### src/rtl/sparse_vec_encoder_if.sv
// Stream bundle between a dense activation source, the sparse encoder and the MVM stage.
// The master modport drives elements in and accepts beats out; the slave modport is the encoder.
interface sparse_vec_encoder_if #(
    parameter int DATA_W = 8,
    parameter int IDX_W  = 3
);
    logic [DATA_W-1:0] in_data;
    logic              in_valid;
    logic              in_last;
    logic              in_ready;
    logic [DATA_W-1:0] out_value;
    logic [IDX_W-1:0]  out_index;
    logic              out_valid;
    logic              out_last;
    logic              out_ready;
    logic              vec_done;
    logic [IDX_W:0]    nz_count;

    modport master (
        output in_data, in_valid, in_last, out_ready,
        input  in_ready, out_value, out_index, out_valid, out_last, vec_done, nz_count
    );

    modport slave (
        input  in_data, in_valid, in_last, out_ready,
        output in_ready, out_value, out_index, out_valid, out_last, vec_done, nz_count
    );
endinterface

### src/rtl/sparse_vec_encoder.sv
// Collects a dense vector, then streams only its nonzero elements as (index, value) beats,
// lowest index first, one beat per cycle while the consumer is ready.
module sparse_vec_encoder #(
    parameter int VEC_LEN = 8,
    parameter int DATA_W  = 8,
    parameter int IDX_W   = 3
) (
    input  logic                 clk,
    input  logic                 rst_n,
    input  logic                 ena,
    sparse_vec_encoder_if.slave  s_if
);
    typedef enum logic {
        LOAD = 1'b0,
        EMIT = 1'b1
    } state_t;

    state_t              r_state;
    state_t              w_state_next;

    logic [DATA_W-1:0]   r_mem [VEC_LEN];
    logic [IDX_W-1:0]    r_wr_ptr;
    logic [VEC_LEN-1:0]  r_nz_mask;
    logic [IDX_W:0]      r_nz_count;
    logic                r_out_valid;
    logic                r_out_last;
    logic [DATA_W-1:0]   r_out_value;
    logic [IDX_W-1:0]    r_out_index;
    logic                r_vec_done;

    logic                w_accept;
    logic                w_elem_nz;
    logic                w_first_elem;
    logic                w_vec_end;
    logic                w_fire;
    logic [VEC_LEN-1:0]  w_wr_oh;
    logic [VEC_LEN-1:0]  w_emit_oh;
    logic [VEC_LEN-1:0]  w_load_mask;
    logic [VEC_LEN-1:0]  w_rem_mask;
    logic [VEC_LEN-1:0]  w_src_mask;
    logic [VEC_LEN-1:0]  w_low_oh;
    logic [IDX_W-1:0]    w_src_idx;
    logic [DATA_W-1:0]   w_src_value;
    logic                w_src_any;
    logic                w_src_last;

    assign w_accept     = ena & (r_state == LOAD) & s_if.in_valid;
    assign w_elem_nz    = |s_if.in_data;
    assign w_first_elem = (r_wr_ptr == '0);
    assign w_vec_end    = s_if.in_last | (r_wr_ptr == IDX_W'(VEC_LEN - 1));
    assign w_fire       = ena & r_out_valid & s_if.out_ready;

    // Mask as it will look after the current accept, and after the current beat leaves.
    generate
        for (genvar gi = 0; gi < VEC_LEN; gi++) begin : g_mask
            assign w_wr_oh[gi]     = (r_wr_ptr == IDX_W'(gi));
            assign w_emit_oh[gi]   = (r_out_index == IDX_W'(gi));
            assign w_load_mask[gi] = w_wr_oh[gi] ? w_elem_nz : (r_nz_mask[gi] & ~w_first_elem);
            assign w_rem_mask[gi]  = r_nz_mask[gi] & ~w_emit_oh[gi];
        end
    endgenerate

    // One shared picker serves both the first beat (from LOAD) and every following beat.
    assign w_src_mask = (r_state == LOAD) ? w_load_mask : w_rem_mask;
    assign w_low_oh   = w_src_mask & (~w_src_mask + VEC_LEN'(1));
    assign w_src_any  = |w_src_mask;
    assign w_src_last = w_src_any & ~(|(w_src_mask & (w_src_mask - VEC_LEN'(1))));

    always_comb begin
        w_src_idx = '0;
        for (int i = 0; i < VEC_LEN; i++) begin
            if (w_low_oh[i]) begin
                w_src_idx = w_src_idx | IDX_W'(i);
            end
        end
    end

    // The element being written this cycle is not in the array yet, so bypass it.
    assign w_src_value = ((r_state == LOAD) && (w_src_idx == r_wr_ptr)) ? s_if.in_data
                                                                         : r_mem[w_src_idx];

    always_ff @(posedge clk) begin
        if (w_accept) begin
            r_mem[r_wr_ptr] <= s_if.in_data;
        end
    end

    always_comb begin
        w_state_next = r_state;
        case (r_state)
            LOAD: begin
                if (w_accept && w_vec_end && w_src_any) begin
                    w_state_next = EMIT;
                end
            end
            EMIT: begin
                if (w_fire && r_out_last) begin
                    w_state_next = LOAD;
                end
            end
            default: w_state_next = LOAD;
        endcase
    end

    always_ff @(posedge clk or negedge rst_n) begin
        if (!rst_n) begin
            r_state <= LOAD;
        end else if (ena) begin
            r_state <= w_state_next;
        end
    end

    always_ff @(posedge clk or negedge rst_n) begin
        if (!rst_n) begin
            r_wr_ptr    <= '0;
            r_nz_mask   <= '0;
            r_nz_count  <= '0;
            r_out_valid <= 1'b0;
            r_out_last  <= 1'b0;
            r_out_value <= '0;
            r_out_index <= '0;
            r_vec_done  <= 1'b0;
        end else if (ena) begin
            r_vec_done <= 1'b0;
            case (r_state)
                LOAD: begin
                    if (w_accept) begin
                        r_nz_count <= (w_first_elem ? '0 : r_nz_count)
                                      + {{IDX_W{1'b0}}, w_elem_nz};
                        r_nz_mask  <= w_load_mask;
                        if (w_vec_end) begin
                            r_wr_ptr <= '0;
                            if (w_src_any) begin
                                r_out_valid <= 1'b1;
                                r_out_value <= w_src_value;
                                r_out_index <= w_src_idx;
                                r_out_last  <= w_src_last;
                            end else begin
                                r_vec_done <= 1'b1;
                            end
                        end else begin
                            r_wr_ptr <= r_wr_ptr + IDX_W'(1);
                        end
                    end
                end
                EMIT: begin
                    if (w_fire) begin
                        r_nz_mask <= w_rem_mask;
                        if (r_out_last) begin
                            r_out_valid <= 1'b0;
                            r_out_last  <= 1'b0;
                            r_vec_done  <= 1'b1;
                            r_wr_ptr    <= '0;
                        end else begin
                            r_out_value <= w_src_value;
                            r_out_index <= w_src_idx;
                            r_out_last  <= w_src_last;
                        end
                    end
                end
                default: ;
            endcase
        end
    end

    assign s_if.in_ready  = ena & (r_state == LOAD);
    assign s_if.out_valid = ena & r_out_valid;
    assign s_if.out_value = r_out_value;
    assign s_if.out_index = r_out_index;
    assign s_if.out_last  = r_out_last;
    assign s_if.vec_done  = r_vec_done;
    assign s_if.nz_count  = r_nz_count;
endmodule

### src/flat_wrapper.sv
// flat-port wrapper written by rule: the top's interface ports become plain ports
module sparse_vec_encoder_flat 
#(
    parameter int VEC_LEN = 8,
    parameter int DATA_W  = 8,
    parameter int IDX_W   = 3
)
  (clk, rst_n, ena, s_if_in_data, s_if_in_valid, s_if_in_last, s_if_out_ready, s_if_in_ready, s_if_out_value, s_if_out_index, s_if_out_valid, s_if_out_last, s_if_vec_done, s_if_nz_count);
  sparse_vec_encoder_if #(.DATA_W(DATA_W), .IDX_W(IDX_W)) s_if_i ();
  input  logic clk;
  input  logic rst_n;
  input  logic ena;
  input wire logic [$bits(s_if_i.in_data)-1:0] s_if_in_data;
  input wire logic [$bits(s_if_i.in_valid)-1:0] s_if_in_valid;
  input wire logic [$bits(s_if_i.in_last)-1:0] s_if_in_last;
  input wire logic [$bits(s_if_i.out_ready)-1:0] s_if_out_ready;
  output wire logic [$bits(s_if_i.in_ready)-1:0] s_if_in_ready;
  output wire logic [$bits(s_if_i.out_value)-1:0] s_if_out_value;
  output wire logic [$bits(s_if_i.out_index)-1:0] s_if_out_index;
  output wire logic [$bits(s_if_i.out_valid)-1:0] s_if_out_valid;
  output wire logic [$bits(s_if_i.out_last)-1:0] s_if_out_last;
  output wire logic [$bits(s_if_i.vec_done)-1:0] s_if_vec_done;
  output wire logic [$bits(s_if_i.nz_count)-1:0] s_if_nz_count;
  assign s_if_i.in_data = s_if_in_data;
  assign s_if_i.in_valid = s_if_in_valid;
  assign s_if_i.in_last = s_if_in_last;
  assign s_if_i.out_ready = s_if_out_ready;
  assign s_if_in_ready = s_if_i.in_ready;
  assign s_if_out_value = s_if_i.out_value;
  assign s_if_out_index = s_if_i.out_index;
  assign s_if_out_valid = s_if_i.out_valid;
  assign s_if_out_last = s_if_i.out_last;
  assign s_if_vec_done = s_if_i.vec_done;
  assign s_if_nz_count = s_if_i.nz_count;
  sparse_vec_encoder #(.VEC_LEN(VEC_LEN), .DATA_W(DATA_W), .IDX_W(IDX_W)) u_core (.clk(clk), .rst_n(rst_n), .ena(ena), .s_if(s_if_i));
endmodule
### config.mk
export PLATFORM = sky130hd
export DESIGN_NAME = sparse_vec_encoder_flat
export DESIGN_NICKNAME = d
export VERILOG_FILES = /design/src/rtl/sparse_vec_encoder_if.sv /design/src/rtl/sparse_vec_encoder.sv /design/src/flat_wrapper.sv
export SDC_FILE = /design/constraint.sdc
export NUM_CORES = 1
export LEC_CHECK = 0
export CORE_ASPECT_RATIO = 1.2
export CORE_MARGIN = 1.5
export CORE_UTILIZATION = 57
export DETAILED_ROUTE_END_ITERATION = 8
export HOLD_SLACK_MARGIN = 0.15
export PLACE_DENSITY = 0.88
export SLEW_MARGIN = 20
export SYNTH_ARGS = -nofsm -noshare
export SYNTH_HDL_FRONTEND = slang
export SYNTH_SLANG_ARGS = --single-unit
### constraint.sdc
create_clock -name clk -period 4.6 [get_ports clk]
set_input_delay 0.92 -clock clk [delete_from_list [all_inputs] [get_ports clk]]
set_output_delay 0.92 -clock clk [all_outputs]
set_load 0.03 [all_outputs]
==> results.toml <==
[run_status]
outcome = "finished with violations"
violations = "design-rule violations"

[setup_path]
cpMostUsedCell = "a21oi_1"
critPathMaxStageDelay_ns = 0.63
crit_family = "simple AND/OR/NAND/NOR gates"
cp.depth = 11
cp-end-kind = "register"
start_kind = "input pin"
critPathMaxFanout = 11
crit_buf_inv = 2
arrival_ns = 4.18
reg2reg_depth = 12
worstSetupPathType = "in2reg"
cp_data_required_time_ns = 4.89
cp_cell_sequence = "clkdlybuf4s50_1, or4_4, nor2_1, inv_2, a32oi_4, nand4_2, o21bai_1, xnor2_1, and4_1, a21oi_1, a21oi_1"
crit_slowest_cell = "or4_4"

[final_layout]
seq_area_mm2 = 0.00267
num-fill-cells = 566
synthToLayoutAreaGrowth_pct = 14.6
drive_gt1_share_pct = 13.4
multiInputGateArea_mm2 = 0.00178
nNetsFinal = 450
diodes = 0

[die]
die_y_um = 101
chipWidth_um = 84.8
core.rowCount = 35
start_util_pct = 59.0
design.portCount = 33
core_area_mm2 = 0.00775
die_area_mm2 = 0.00857

[detailed_routing]
wl_per_cell_um = 20.0
drtPass1Iterations = 7
viasPerCell = 6.36
drc = 3
wl_mm = 10.5
ant_nets = 0
drt_iter0_drc = 297
num_vias = 3340

[global_route]
use_met1_pct = 34.1
grt.busiest_layer = "met2"
grt.overflow.total = 0
grt_pass1_wl_mm = 16.9
grt_max_degree = 34
grt_use_total_pct = 26.5
grt_pass1_vias = 3303
use_met2_pct = 43.3
antenna_found_initial = 0
globalRouteMet3Util_pct = 5.54

[power]
leakage_nw = 1.92
vdd_drop_max_v = 0.000375
p_per_area_mw_per_mm2 = 672

[synthesis]
syn_avg_cell_area_um2 = 12.0
syn_area_mm2 = 0.00457
ys_warn_count = 0
synth_compound_area_share_pct = 14.6
synth_top_area_share_pct = 42.0
ys_ff_latch = 94
netlist_instances = 382
yosysTopAreaCell = "edfxtp_1"
synth.distinct_cells = 64
synthFlopType = "edfxtp_1"
synth-xor-area-share_pct = 0.574
synth-edff-count = 64
ys_async_sr_fraction_pct = 31.9
yosys-top-cells-area = "edfxtp_1 (42%), dfrtp_1 (16%), mux2i_1 (5.5%)"
synth_top_family_by_area = "compound AO/OA/AOI/OAI gates"
syn_nets = 404
synthSimpleGateAreaFrac_pct = 13.8
seq_area_frac_synth_pct = 58.4
yosys.area_share.adder_pct = 2.41
synth_mux_area_share_pct = 7.44

[clock_tree]
cts_max_level = 3
cts.path.max_buffers = 2
cts_resized = 0
cts_tree = "built"
cts_hold_buf = 0
clk_pin_slew_ns = 0.09
clock_latency_ns = 0.37
cts_made_buffers = 9
cts.sinks = 94
cts-root-buf = "clkbuf_8"
post_cts_buffers = 0

[placed_design]
portBuffers = 32
gp_congestion = 0.942
post-dp-hpwl_mm = 7.29

[timing]
clock_skew_ns = 0.0104
setup_viol = 0
tightest_slew_ns = 0.968
drv_slew = 0
rsz0062_at_grt = "no"
fmax_ghz = 0.257
post-route-period-util_pct = 84.6
fin_tns_setup_ns = 0
min_period_ns = 3.89
finalHoldViolCount = 0
hold-worst-slack_ns = 0.496
slew_headroom_pct = 35.3

[worst_hold_path]
hold_depth = 2
min_path_type = "reg2reg"

[run]
maxCapViolations = 0
-- synth_stat cells, drive strengths merged, types with 7 or more instances --
| cell | count |
|---|---|
| clkbuf | 9 |
| mux2i | 25 |
| nand3 | 9 |
| a21oi | 27 |
| dfrtp | 30 |
| ha | 8 |
| o21ai | 25 |
| nor2b | 7 |
| mux2 | 8 |
| edfxtp | 64 |
| a22oi | 9 |
| nand2 | 42 |
| buf | 7 |
| nor2 | 29 |
| inv | 7 |
-- layer usage --
layer,part of all wire (%),up-vias
li1,-,1531
met1,40,1620
met2,49,158
met3,6.8,31
met4,3.9,0
met5,0,-
-- logic make-up (layout without fill, tap and decap cells) --
logic type / Yosys count / in the layout
XOR/XNOR: 3 / 3
AO/OA/AOI/OAI: 95 / 95
multiplexers: 33 / 33
adder cells (fa/ha/maj): 9 / 9
buffers and inverters: 23 / 74
flip-flops: 94 / 94
AND/OR/NAND/NOR: 125 / 125
-- path summary, 6_finish.rpt --
kind,start,end,slack (ns)
worst max-delay path,s_if_in_data[3],u_core.s_if.out_value[1],0.71
worst min register to register,u_core.r_nz_mask[4],u_core.r_nz_mask[4],0.50
worst max register to register,u_core.r_wr_ptr[0],u_core.s_if.out_value[1],0.88
max in group asynchronous,rst_n,u_core.s_if.out_value[3],3.33
min in group asynchronous,rst_n,u_core.r_nz_mask[7],0.95
worst min-delay path,u_core.r_nz_mask[4],u_core.r_nz_mask[4],0.50
-- flip-flops by register name, indices dropped and copies added (netlist names) --
register,cells
u_core.r_mem,64
u_core.r_nz_mask,8
u_core.s_if.out_value,8
u_core.s_if.nz_count,4
u_core.r_wr_ptr,3
u_core.s_if.out_index,3
u_core.r_out_valid,1
u_core.r_state,1
u_core.s_if.out_last,1
u_core.s_if.vec_done,1
-- stage by stage --
step	total power, mW	cell area [µm²]	std cells	util (%)	setup slack, ns
floorplan	2.54	4570	382	-	1.31
global placement	3.00	5060	509	65.3	0.463
detailed placement	3.03	5060	509	65.3	0.311
CTS	3.52	5240	525	67.6	0.704
global route	3.74	5240	525	67.6	0.467
finish	3.52	5240	525	67.6	0.707
-- power breakdown --
part	switching (mW)	leakage [nW]	internal, mW
clock network	0.294	0.0833	0.200
logic	1.07	0.881	0.785
registers	0.146	0.957	1.03
total	1.51	1.92	2.01
-- cell type report --
type,instances,share of cell area [%]
Clock buffer,10,2.43
Clock inverter,6,0.883
Sequential cell,94,51.0
Timing Repair Buffer,51,9.07
Inverter,7,0.501
Tap cell,92,2.20
Multi-Input combinational cell,265,33.9
-- worst register-to-register path, cell delays in order (launching register included) --
cell and delay [ns]:
dfrtp_1 0.52, inv_1 0.16, ha_1 0.35, nor2b_1 0.59
o32a_1 0.32, o221ai_2 0.12, a211o_1 0.36, a31oi_4 0.22
buf_12 0.26, mux2_2 0.38, a2bb2oi_1 0.14, nand3_1 0.10
a21oi_1 0.09
-- layout by cell type, fill, tap and decap left out, types with 2 or more instances in the layout --
cell             instances
clkbuf_8                 9
or2_2                    3
nand2_1                 42
ha_1                     8
nor4bb_1                 2
clkdlybuf4s50_1         32
and3_1                   3
mux2i_1                 25
and2_1                   4
inv_6                    2
nor2b_1                  7
nor2_1                  29
xnor2_1                  3
nand2b_1                 5
o21a_1                   2
nor4_1                   4
nand3_1                  9
a32o_1                   2
a22oi_1                  9
or4_4                    2
a32oi_1                  2
buf_4                   18
a21oi_1                 27
a31oi_1                  2
nor3_1                   5
clkinvlp_4               2
o21ai_0                 22
dfrtp_1                 30
a2bb2oi_1                6
o21ai_2                  2
inv_1                    6
a211oi_1                 2
edfxtp_1                64
a211o_1                  2
nand4_1                  2
mux2_2                   8
Note: power is estimated with default switching activity, not from simulation.
